==> src/rtl/vec_int_ctrl.sv <==
// vec_int_ctrl: parametrised vectored interrupt controller beside CP0.
// Per-line mask, edge/level select, pending latch, fixed priority (bit 0
// highest), EPC/EXL/CAUSE capture and a per-line vector for the PC mux.
// Optional macro VEC_INT_SYNC_EN adds a 2-flop synchroniser on every irq bit.
module vec_int_ctrl #(
  parameter int          NUM_IRQ    = 8,
  parameter logic [31:0] VEC_BASE   = 32'h200,
  parameter logic [31:0] VEC_STRIDE = 32'h20
) (
  input  logic               clk,
  input  logic               rst,
  input  logic [NUM_IRQ-1:0] irq,
  input  logic               we,
  input  logic [4:0]         addr,
  input  logic [31:0]        wd,
  output logic [31:0]        rd,
  input  logic [31:0]        pc_current,
  output logic               int_req,
  output logic [31:0]        vector,
  input  logic               int_ack,
  input  logic               eret,
  output logic [31:0]        epc,
  output logic               exl
);

  localparam int ID_W = (NUM_IRQ > 1) ? $clog2(NUM_IRQ) : 1;

  localparam logic [1:0] S_IDLE = 2'd0;
  localparam logic [1:0] S_REQ  = 2'd1;
  localparam logic [1:0] S_SVC  = 2'd2;

  logic [1:0]         state;
  logic [ID_W-1:0]    id;
  logic               ie;
  logic [NUM_IRQ-1:0] mask, edge_sel, pending, irq_d, irq_s;
  logic [4:0]         cause;

  logic               wr_status, wr_mask, wr_pend, wr_edge, wr_epc;
  logic               ie_nxt, abort, ack_fire, cand_vld;
  logic [NUM_IRQ-1:0] mask_nxt, rise, w1c, ack_clr, pending_nxt;
  logic [ID_W-1:0]    cand;

`ifdef VEC_INT_SYNC_EN
  logic [NUM_IRQ-1:0] irq_meta, irq_sync;

  // Two-flop synchroniser for asynchronous interrupt sources
  always_ff @(posedge clk) begin
    if (!rst) begin
      irq_meta <= '0;
      irq_sync <= '0;
    end else begin
      irq_meta <= irq;
      irq_sync <= irq_meta;
    end
  end

  assign irq_s = irq_sync;
`else
  assign irq_s = irq;
`endif

  assign wr_status = we && (addr == 5'd0);
  assign wr_mask   = we && (addr == 5'd1);
  assign wr_pend   = we && (addr == 5'd2);
  assign wr_edge   = we && (addr == 5'd3);
  assign wr_epc    = we && (addr == 5'd4);

  // A write that disables the in-flight line must take effect at this edge,
  // so REQ looks at the values about to be written, not the stored ones.
  assign ie_nxt   = wr_status ? wd[0] : ie;
  assign mask_nxt = wr_mask ? wd[NUM_IRQ-1:0] : mask;
  assign abort    = (state == S_REQ) && (!ie_nxt || !mask_nxt[id]);
  assign ack_fire = (state == S_REQ) && int_ack && !abort;

  assign rise = irq_s & ~irq_d;
  assign w1c  = wr_pend ? (wd[NUM_IRQ-1:0] & edge_sel) : '0;

  // Pending next-state: edge lines latch rises (rise beats any clear),
  // level lines simply mirror the registered irq
  always_comb begin
    ack_clr = '0;
    if (ack_fire)
      ack_clr[id] = edge_sel[id];
    pending_nxt = (edge_sel & ((pending & ~w1c & ~ack_clr) | rise)) |
                  (~edge_sel & irq_s);
  end

  // Fixed priority: scan downward so the lowest active index wins
  always_comb begin
    cand     = '0;
    cand_vld = 1'b0;
    for (int i = NUM_IRQ - 1; i >= 0; i--) begin
      if (pending[i] && mask[i]) begin
        cand     = ID_W'(i);
        cand_vld = 1'b1;
      end
    end
  end

  // Software-visible registers and pending latch
  always_ff @(posedge clk) begin
    if (!rst) begin
      ie       <= 1'b0;
      mask     <= '0;
      edge_sel <= '0;
      pending  <= '0;
      irq_d    <= '0;
      epc      <= '0;
      cause    <= '0;
    end else begin
      ie       <= ie_nxt;
      mask     <= mask_nxt;
      irq_d    <= irq_s;
      pending  <= pending_nxt;
      if (wr_edge)
        edge_sel <= wd[NUM_IRQ-1:0];
      if (ack_fire) begin
        epc   <= pc_current;
        cause <= 5'(id);
      end else if (wr_epc) begin
        epc <= wd;
      end
    end
  end

  // Request/service FSM; id is frozen once REQ is entered
  always_ff @(posedge clk) begin
    if (!rst) begin
      state <= S_IDLE;
      id    <= '0;
      exl   <= 1'b0;
    end else begin
      case (state)
        S_IDLE: begin
          if (ie && !exl && cand_vld) begin
            state <= S_REQ;
            id    <= cand;
          end
        end
        S_REQ: begin
          if (abort) begin
            state <= S_IDLE;
          end else if (int_ack) begin
            state <= S_SVC;
            exl   <= 1'b1;
          end
        end
        S_SVC: begin
          if (eret) begin
            state <= S_IDLE;
            exl   <= 1'b0;
          end
        end
        default: state <= S_IDLE;
      endcase
    end
  end

  assign int_req = (state == S_REQ);
  assign vector  = VEC_BASE + 32'(id) * VEC_STRIDE;

  // Combinational register read port; unmapped addresses read zero
  always_comb begin
    rd = '0;
    case (addr)
      5'd0: rd[1:0] = {exl, ie};
      5'd1: rd[NUM_IRQ-1:0] = mask;
      5'd2: rd[NUM_IRQ-1:0] = pending;
      5'd3: rd[NUM_IRQ-1:0] = edge_sel;
      5'd4: rd = epc;
      5'd5: rd[4:0] = cause;
      default: rd = '0;
    endcase
  end

endmodule

==> config.mk <==
export PLATFORM = sky130hd
export DESIGN_NAME = vec_int_ctrl
export DESIGN_NICKNAME = d
export VERILOG_FILES = /design/src/rtl/vec_int_ctrl.sv
export SDC_FILE = /design/constraint.sdc
export NUM_CORES = 1
export LEC_CHECK = 0
export CAP_MARGIN = 20
export CORE_MARGIN = 4
export CORE_UTILIZATION = 43
export CTS_CLUSTER_SIZE = 8
export DETAILED_ROUTE_END_ITERATION = 12
export PLACE_DENSITY = 0.86
export SLEW_MARGIN = 20
export SYNTH_ARGS = -nofsm -noshare
export SYNTH_HDL_FRONTEND = slang
export SYNTH_SLANG_ARGS = --single-unit
==> constraint.sdc <==
create_clock -name clk -period 3.3 [get_ports clk]
set_input_delay 0.66 -clock clk [delete_from_list [all_inputs] [get_ports clk]]
set_output_delay 0.66 -clock clk [all_outputs]
set_load 0.02 [all_outputs]
# Word level (Yosys, flattened, before mapping)
# Index checks and enable logic that the tools add are counted.
# op_classes
n_addsub	1
n_lt_le_gt_ge	2
n_eq_ne	12
muxes	41
bitwise_logic	13
reduce_logical	31
# op_table
operator	count
$mux 32	2
$and 8x8->8	7
$not 8->8	4
$mux 24	1
$mux 3	8
$mux 8	3
$logic_and 1x1->1	19
$or 8x8->8	2
$mux 1	15
$pmux 3 s5	1
$pmux 2 s6	1
$pmux 3 s4	1
$add 10x8->11 const A	1
$eq 5x2->1 const B	2
$eq 5x3->1 const B	2
$mux 2	4
$bmux 1 s3	2
$ne 2x2->1 const B	3
$pmux 2 s3	1
$eq 5x1->1 const B	1
$logic_not 5->1	1
$logic_not 1->1	4
$lt 3x4->1 const B	1
$reduce_and 4->1	1
12 further kinds	13
# totals
ff_bits	74
input_bits	82
out_inout_bits	98
word_cells	110

# Longest topological paths before layout
# Gate-level depths: netlist of the first run.
# logic_depth
ltp_word	16
ltp_mapped	10

# Least setup slack after synthesis of the first run
# OpenSTA, ideal clock, no wires.
# synth_timing
path_kind	input-to-output
start	input addr[1]
end	output rd[16]
arrival_time_ns	2.203
slack_ns	0.437
cell_stages	5
path_buffers	2
path_cell_list	or4b_2 > nor2_1 > clkbuf_1 > clkbuf_1 > and2_1
# synth_via
elab_chain_len	2
# synth_rtl
element	line_no	rtl
start, declared	14	input logic [4:0] addr,
$eq 5x3->1	165	case (addr)
$mux 24	165	
end, declared	16	output logic [31:0] rd,
# Every way passes these cells.

# Worst setup path after layout of the first run
# layout_timing
start	input addr[1]
end	output rd[22]
# Same word-level chain as after synthesis.

==> results of run 1 <==
timing repair:
| item | 4_1_cts | 5_1_grt |
|---|---|---|
| buffers inserted | 0 | 0 |
| resized for setup | 37 | 50 |
| hold endpoints to repair | 0 | 0 |
| setup endpoints to repair | 32 | 29 |
cell families after synthesis:
kind of cell / count (synthesis) / share of synthesized area (%)
mux: 57 / 14.7
compound gates: 124 / 21.2
flops: 74 / 35.3
buf+inv: 69 / 9.52
other cells: 2 / 0.179
simple gates: 150 / 19.1
cell usage in the layout, fill, tap and decap left out, types with 17 or more instances in the layout:
cell type	count
sky130_fd_sc_hd__mux2i_1	48
sky130_fd_sc_hd__dfxtp_1	74
sky130_fd_sc_hd__buf_4	27
sky130_fd_sc_hd__clkdlybuf4s50_1	117
sky130_fd_sc_hd__o311a_1	32
sky130_fd_sc_hd__nand2_1	59
sky130_fd_sc_hd__o21ai_0	48
sky130_fd_sc_hd__and2_1	35
sky130_fd_sc_hd__clkbuf_2	17
sky130_fd_sc_hd__conb_1	29
flip-flops by register name (all words and copies together) (netlist names):
signal,flops
exl,1
pending,8
cause,3
ie,1
epc,32
mask,8
irq_d,8
id,3
state,2
edge_sel,8
report_power, final:
part | internal (mW) | switching [mW] | total [mW]
sequential | 0.907 | 0.0119 | 0.919
clock | 0.518 | 0.342 | 0.859
combinational | 0.128 | 0.111 | 0.238
cell type report:
class | instances | area [µm²]
flip-flops and latches | 74 | 1480
well taps | 129 | 161
clock buffers | 10 | 138
clock inverters | 5 | 103
multi-input cells | 360 | 2430
fillers | 767 | 3380
inverters | 3 | 11.3
repair buffers | 180 | 1670
worst reg2reg max path, delay by kind of cell, from the launching register on:
kind	cells	cell delay, ns
AO/OA/AOI/OAI	2	0.41
buffers and inverters	2	0.33
flip-flops	1	0.72
multiplexers	2	0.70
AND/OR/NAND/NOR	2	0.33
layer usage:
| metal | routed length, µm | global-route usage (%) | vias up |
|---|---|---|---|
| met5 | 0 | 0 | - |
| met4 | 372 | 7.85 | 0 |
| met3 | 1460 | 8.31 | 43 |
| met2 | 6400 | 39.1 | 232 |
| met1 | 5270 | 28.1 | 1908 |
| li1 | - | - | 1983 |
through the flow:
| step | utilization (%) | setup slack, ns | total power, mW | instance area [µm²] | hold slack (ns) |
|---|---|---|---|---|---|
| final | 63.9 | 0.0320 | 2.02 | 5990 | 0.471 |
| after global routing | 63.9 | -0.0202 | 2.08 | 5990 | 0.499 |
| after CTS | 64.5 | -0.0177 | 2.02 | 6040 | 0.475 |
| after detailed placement | 62.3 | -0.363 | 1.18 | 5830 | 0.463 |
| after global placement | 62.3 | -0.271 | 1.17 | 5830 | 0.453 |
| after floorplan | - | 0.437 | 1.06 | 4290 | 0.434 |
how the worst max path moves through the flow:
stage | slack [ns] | start | cells after the start | to
floorplan | 0.44 | addr[1] | 5 | rd[16]
global placement | -0.27 | addr[1] | 7 | rd[4]
detailed placement | -0.36 | addr[1] | 7 | rd[5]
CTS | -0.02 | addr[1] | 7 | rd[5]
global route | -0.02 | addr[1] | 6 | rd[15]
finish | 0.03 | addr[1] | 6 | rd[22]
==> parameters.txt, run 1 <==
Parameter                              Value

Drt
  Drt wl/cell    between 15 and 20 µm
  1st-iter DRT viols    approximately 230
  Ratio of routed vias to standard cells    5.47
  Number of remaining DRC errors    0
  Final Routed Wirelength    around 14 mm
  Antenna viol nets, final    0
  Drt pass-1 iters    5
  Total via count after detailed routing    4166

Cells and area
  Layout overhead on the synthesized area    42.9%
  Total inserted antenna cells    0
  Ratio of cells with drive above 1 in the final layout    a little over an eighth
  Final nets    710
  Cell Count, Final, Fillers Out    approximately 760

GRT
  Global Route Usage Sum    between 20% and 30%
  Number of antenna violations at the first check in global routing    0
  Largest net degree at the start of global routing    66
  Number of global-route vias before repair    4257
  Global route total overflow    0
  Wire length of the first global-routing pass    21.4 mm

Place
  Final weighted congestion of routability-driven global placement    between 0.9 and 1
  Count of input and output buffers    150
  Cell count after placement    about 750
  DP Wirelength    10.2 mm

Synth
  Count of cell types in the netlist    48
  Seq/Total Area, Yosys    35.3%
  Most instantiated flip-flop cell in the synthesis netlist    sky130_fd_sc_hd__dfxtp_1
  Synthesis warning total    0
  Yosys top cell area share    35.3%
  Post-synthesis cell area    4190 µm²
  Async set-reset flop share out of synthesis    0%
  Most area-consuming cells after synthesis    sky130_fd_sc_hd__dfxtp_1 (35%), sky130_fd_sc_hd__mux2i_1 (11%), sky130_fd_sc_hd__o311a_1 (7.6%), sky130_fd_sc_hd__o21ai_0 (5.7%), sky130_fd_sc_hd__nand2_1 (5.4%)
  Cell taking the most area after synthesis    sky130_fd_sc_hd__dfxtp_1
  Number of synthesized flops with an enable pin    0
  Synthesized netlist cell count    around 480
  Post-Syn Area per Cell    8.81 µm²
  Top-count cell post-synth    sky130_fd_sc_hd__dfxtp_1
  Commonest cells in the netlist    sky130_fd_sc_hd__dfxtp_1 (74), sky130_fd_sc_hd__nand2_1 (60), sky130_fd_sc_hd__mux2i_1 (48), sky130_fd_sc_hd__o21ai_0 (48), sky130_fd_sc_hd__and2_1 (35)
  Post-synthesis register bit count    74

Clock network
  Clock buffer depth    2
  Clock transition at the registers of the reported paths    0.08 ns
  Root Driver    sky130_fd_sc_hd__clkbuf_8
  Clock sink count    74
  Cts hold-fix bufs    0
  CTS H-tree depth    3
  Clock latency of the later-clocked register in the worst-skew pair    0.35 ns
  Clock tree from TritonCTS    yes
  Total clock buffers created by CTS    9

STA
  Tightest Pin Transition    around 0.78 ns
  Relative max-transition margin    47.3%
  Worst setup skew after layout    0.00820 ns
  Number of hold-slack violations in the final timing report    0
  Time the final worst path needs with I/O delays and setup    3.27 ns
  Final-report max-slew violation count    0
  Final setup violation count    0
  Final clock period utilization by the worst path    99.0%
  Setup TNS Final    0 ns
  Maximum operating frequency    0.306 GHz

Critical path
  Critical path buffers and inverters    3
  Peak fanout along the critical path    30
  Number of cells on the worst reg-to-reg path    8
  R2R Setup Slk    around 0.73 ns
  Critical path data arrival time    between 2 and 3 ns
  Crit path cell chain    clkdlybuf4s50_1, or4b_2, nor2_4, buf_12, and2_1, clkdlybuf4s15_1
  Launching point of the worst reg2reg path    id[2]
  Cell with the largest stage delay on the worst path    sky130_fd_sc_hd__or4b_2
  Worst reg2reg endpoint    cause[0]
  Setup crit end kind    output port
  Critical path data required time    2.64 ns
  Kind of cell with the highest combined delay on the critical path    simple AND/OR/NAND/NOR gates
  Crit path launch type    input port
  Critical path class    input port to output port
  Slowest stage delay, CP    0.74 ns

Die
  Total die area    11400 µm²
  Die Height    ~110 µm
  Standard cell core area    9370 µm²
  Width of the chip    107 µm
  Io pins    180
  Initial core utilization    44.7%
  Total number of placement rows    35

Hold path
  Launch point of the worst hold path    cause[1]
  Endpoint with the worst hold slack    cause[1]
  Hold Path Stages    2
  Type of the worst min-delay path    flop to flop

Pwr
  Peak VDD IR    about 0.00022 V
  PwrDens    approximately 340 nW/µm²
  Lkg Pwr    2.51 nW

Outcome
  Outcome    finished, final reports clean

Run
  Max-cap check violation count    0
No activity file was read; power rests on OpenSTA's default activity.
==> run 2, diff against run 1 <==
--- a/config.mk
+++ b/config.mk
@@ -6,6 +6,7 @@
 export NUM_CORES = 1
 export LEC_CHECK = 0
 export CAP_MARGIN = 20
+export CORE_ASPECT_RATIO = 1.75
 export CORE_MARGIN = 4
 export CORE_UTILIZATION = 43
 export CTS_CLUSTER_SIZE = 8
==> run 2 against run 1 <==
Effect of this change:
- highest routed layer unchanged
- final area is 2.4% higher
- count of clock-buffer cells in the layout is 1 higher
- sequential share of layout area is 0.58 points lower
- wire length is 0.65% higher
- fmax is 0.32% higher
- clock skew is 0.0034 ns lower
- setup slack better by 0.010 ns
- combinational power is 2% higher
- first-iteration DRC count is 88% higher
- critical path depth stayed put
- global-route usage is 0.35 points higher
- clock power is 22% higher
==> parameters.txt, run 2 (synthesis results as in run 1) <==
Parameter                              Value

Run
  Max-cap check violation count    0

Drt
  1st-iter DRT viols    about 440
  Number of remaining DRC errors    0
  Routed length on met3    949 µm
  Antenna viol nets, final    0
  Top layer reached by signal wires    met4
  Total via count after detailed routing    4283
  Drt wl/cell    17.9 µm
  Ratio of routed vias to standard cells    5.65
  Drt pass-1 iters    5
  Routed length on met2    7.37 mm
  M1 WL    around 4.6 mm
  Final Routed Wirelength    approximately 14 mm

GRT
  Number of antenna violations at the first check in global routing    0
  Number of global-route vias before repair    approximately 4400
  Wire length of the first global-routing pass    21.2 mm
  Largest net degree at the start of global routing    45
  Global route total overflow    0
  Global Route Usage Sum    23.8%

Place
  Post-placement cell area    around 5900 µm²
  Final weighted congestion of routability-driven global placement    0.932
  Worst setup timing slack at the placement stage    -0.275 ns
  Count of input and output buffers    150
  DP Wirelength    just over 10 mm

Outcome
  Outcome    finished, final reports clean

STA
  Worst setup skew after layout    0.00478 ns
  Relative max-transition margin    45.2%
  Number of hold-slack violations in the final timing report    0
  Time the final worst path needs with I/O delays and setup    3.26 ns
  RSZ-0062 raised after global routing    no
  Tightest Pin Transition    between 0.8 and 0.9 ns
  Maximum operating frequency    0.307 GHz
  Setup TNS Final    0 ns
  Final clock period utilization by the worst path    98.7%
  Final-report max-slew violation count    0
  Final setup violation count    0
  Final Worst Setup Slack    between 0.04 and 0.05 ns

Cells and area
  Leading cell type in the layout, fill and taps excluded    sky130_fd_sc_hd__clkdlybuf4s50_1
  Number of flip-flops under the largest register name    32
  Leading cell types in the layout, fill and taps excluded    sky130_fd_sc_hd__clkdlybuf4s50_1 (117), sky130_fd_sc_hd__dfxtp_1 (74), sky130_fd_sc_hd__nand2_1 (59)
  Final nets    713
  Final design utilization    64.8%
  Ratio of cells with drive above 1 in the final layout    around 12%
  Cell area after layout    6130 µm²
  Total inserted antenna cells    0
  Top reg by flops    epc
  Layout overhead on the synthesized area    46.3%

Die
  Standard cell core area    9470 µm²
  Die Height    around 140 µm
  Width of the chip    82.6 µm
  Total die area    11500 µm²
  Initial core utilization    44.3%
  Total number of placement rows    47
  Io pins    180

Clock network
  Root Driver    sky130_fd_sc_hd__clkbuf_16
  Total clock buffers created by CTS    9
  Post-CTS Setup Repair Bufs    0
  Clock sink count    74
  Clock transition at the registers of the reported paths    0.05 ns
  Clock latency of the later-clocked register in the worst-skew pair    ~0.33 ns
  CTS H-tree depth    3
  Clock buffer depth    2
  Clock tree from TritonCTS    yes

Critical path
  Crit path launch type    input port
  Peak fanout along the critical path    30
  Setup crit end kind    output port
  Crit path cell chain    clkdlybuf4s50_1, or4b_2, nor2_2, buf_12, and2_1, dlygate4sd2_1
  Cell with the largest stage delay on the worst path    sky130_fd_sc_hd__or4b_2
  Critical path data required time    2.64 ns
  First element of the critical path    addr[1]
  Critical path class    input port to output port
  Slowest stage delay, CP    about 0.70 ns
  Critical path data arrival time    between 2 and 3 ns
  Launching point of the worst reg2reg path    id[2]

Pwr
  Lkg Pwr    ~2.6 nW
  Design Power    2.21 mW
  PwrDens    361 nW/µm²
  Peak VDD IR    0.000355 V

Hold path
  Launch point of the worst hold path    cause[0]
  Type of the worst min-delay path    flop to flop
run 2: cell count changes in the layout (fill, tap and decap cells not counted), moves of 2 or more:
cell / previous run / this run
sky130_fd_sc_hd__clkdlybuf4s15_1: 11 / 15
sky130_fd_sc_hd__clkbuf_2: 17 / 8
sky130_fd_sc_hd__clkbuf_8: 10 / 1
sky130_fd_sc_hd__dlygate4sd2_1: 3 / 9
sky130_fd_sc_hd__buf_4: 27 / 29
sky130_fd_sc_hd__clkbuf_16: 0 / 9
run 2: worst paths after layout:
| path | slack [ns] | cells after the start | to |
|---|---|---|---|
| worst max-delay path | 0.04 | 6 | rd[11] |
| worst min-delay path | 0.47 | 2 | cause[0] |
| worst max register to register | 0.76 | 8 | exl |
| worst min register to register | 0.47 | 2 | cause[0] |
run 2: layout make-up:
class,instances,area [µm²]
clock buffers,11,243
repair buffers,183,1740
inverters,3,11.3
clock inverters,5,77.6
fillers,789,3340
flip-flops and latches,74,1480
multi-input cells,360,2420
well taps,122,153
run 2: timing repair:
item | CTS | global route
hold buffers | 0 | 0
resized for setup | 33 | 35
endpoints found under the setup margin | 32 | 23
run 2: stage by stage:
stage          std cells  hold WS, ns
3_5_place_dp         742        0.459
6_report             758        0.465
3_3_place_gp         742        0.443
4_1_cts              758        0.466
2_1_floorplan        503        0.434
5_1_grt              758        0.497
run 2: routing by layer:
metal	global-route usage, %	vias up
met5	0	-
met4	13.3	0
li1	-	1996
met3	5.59	52
met2	43.2	232
met1	23.5	2003
run 2: critical path, delay by kind of cell:
kind	cells	cell delay, ns
buffers and inverters	3	0.93
and+or+nand+nor	3	0.99
run 2: power breakdown:
part / internal, mW / switching, mW / leakage (nW)
clock: 0.680 / 0.369 / 0.156
combinational: 0.131 / 0.113 / 1.83
sequential: 0.909 / 0.0110 / 0.601
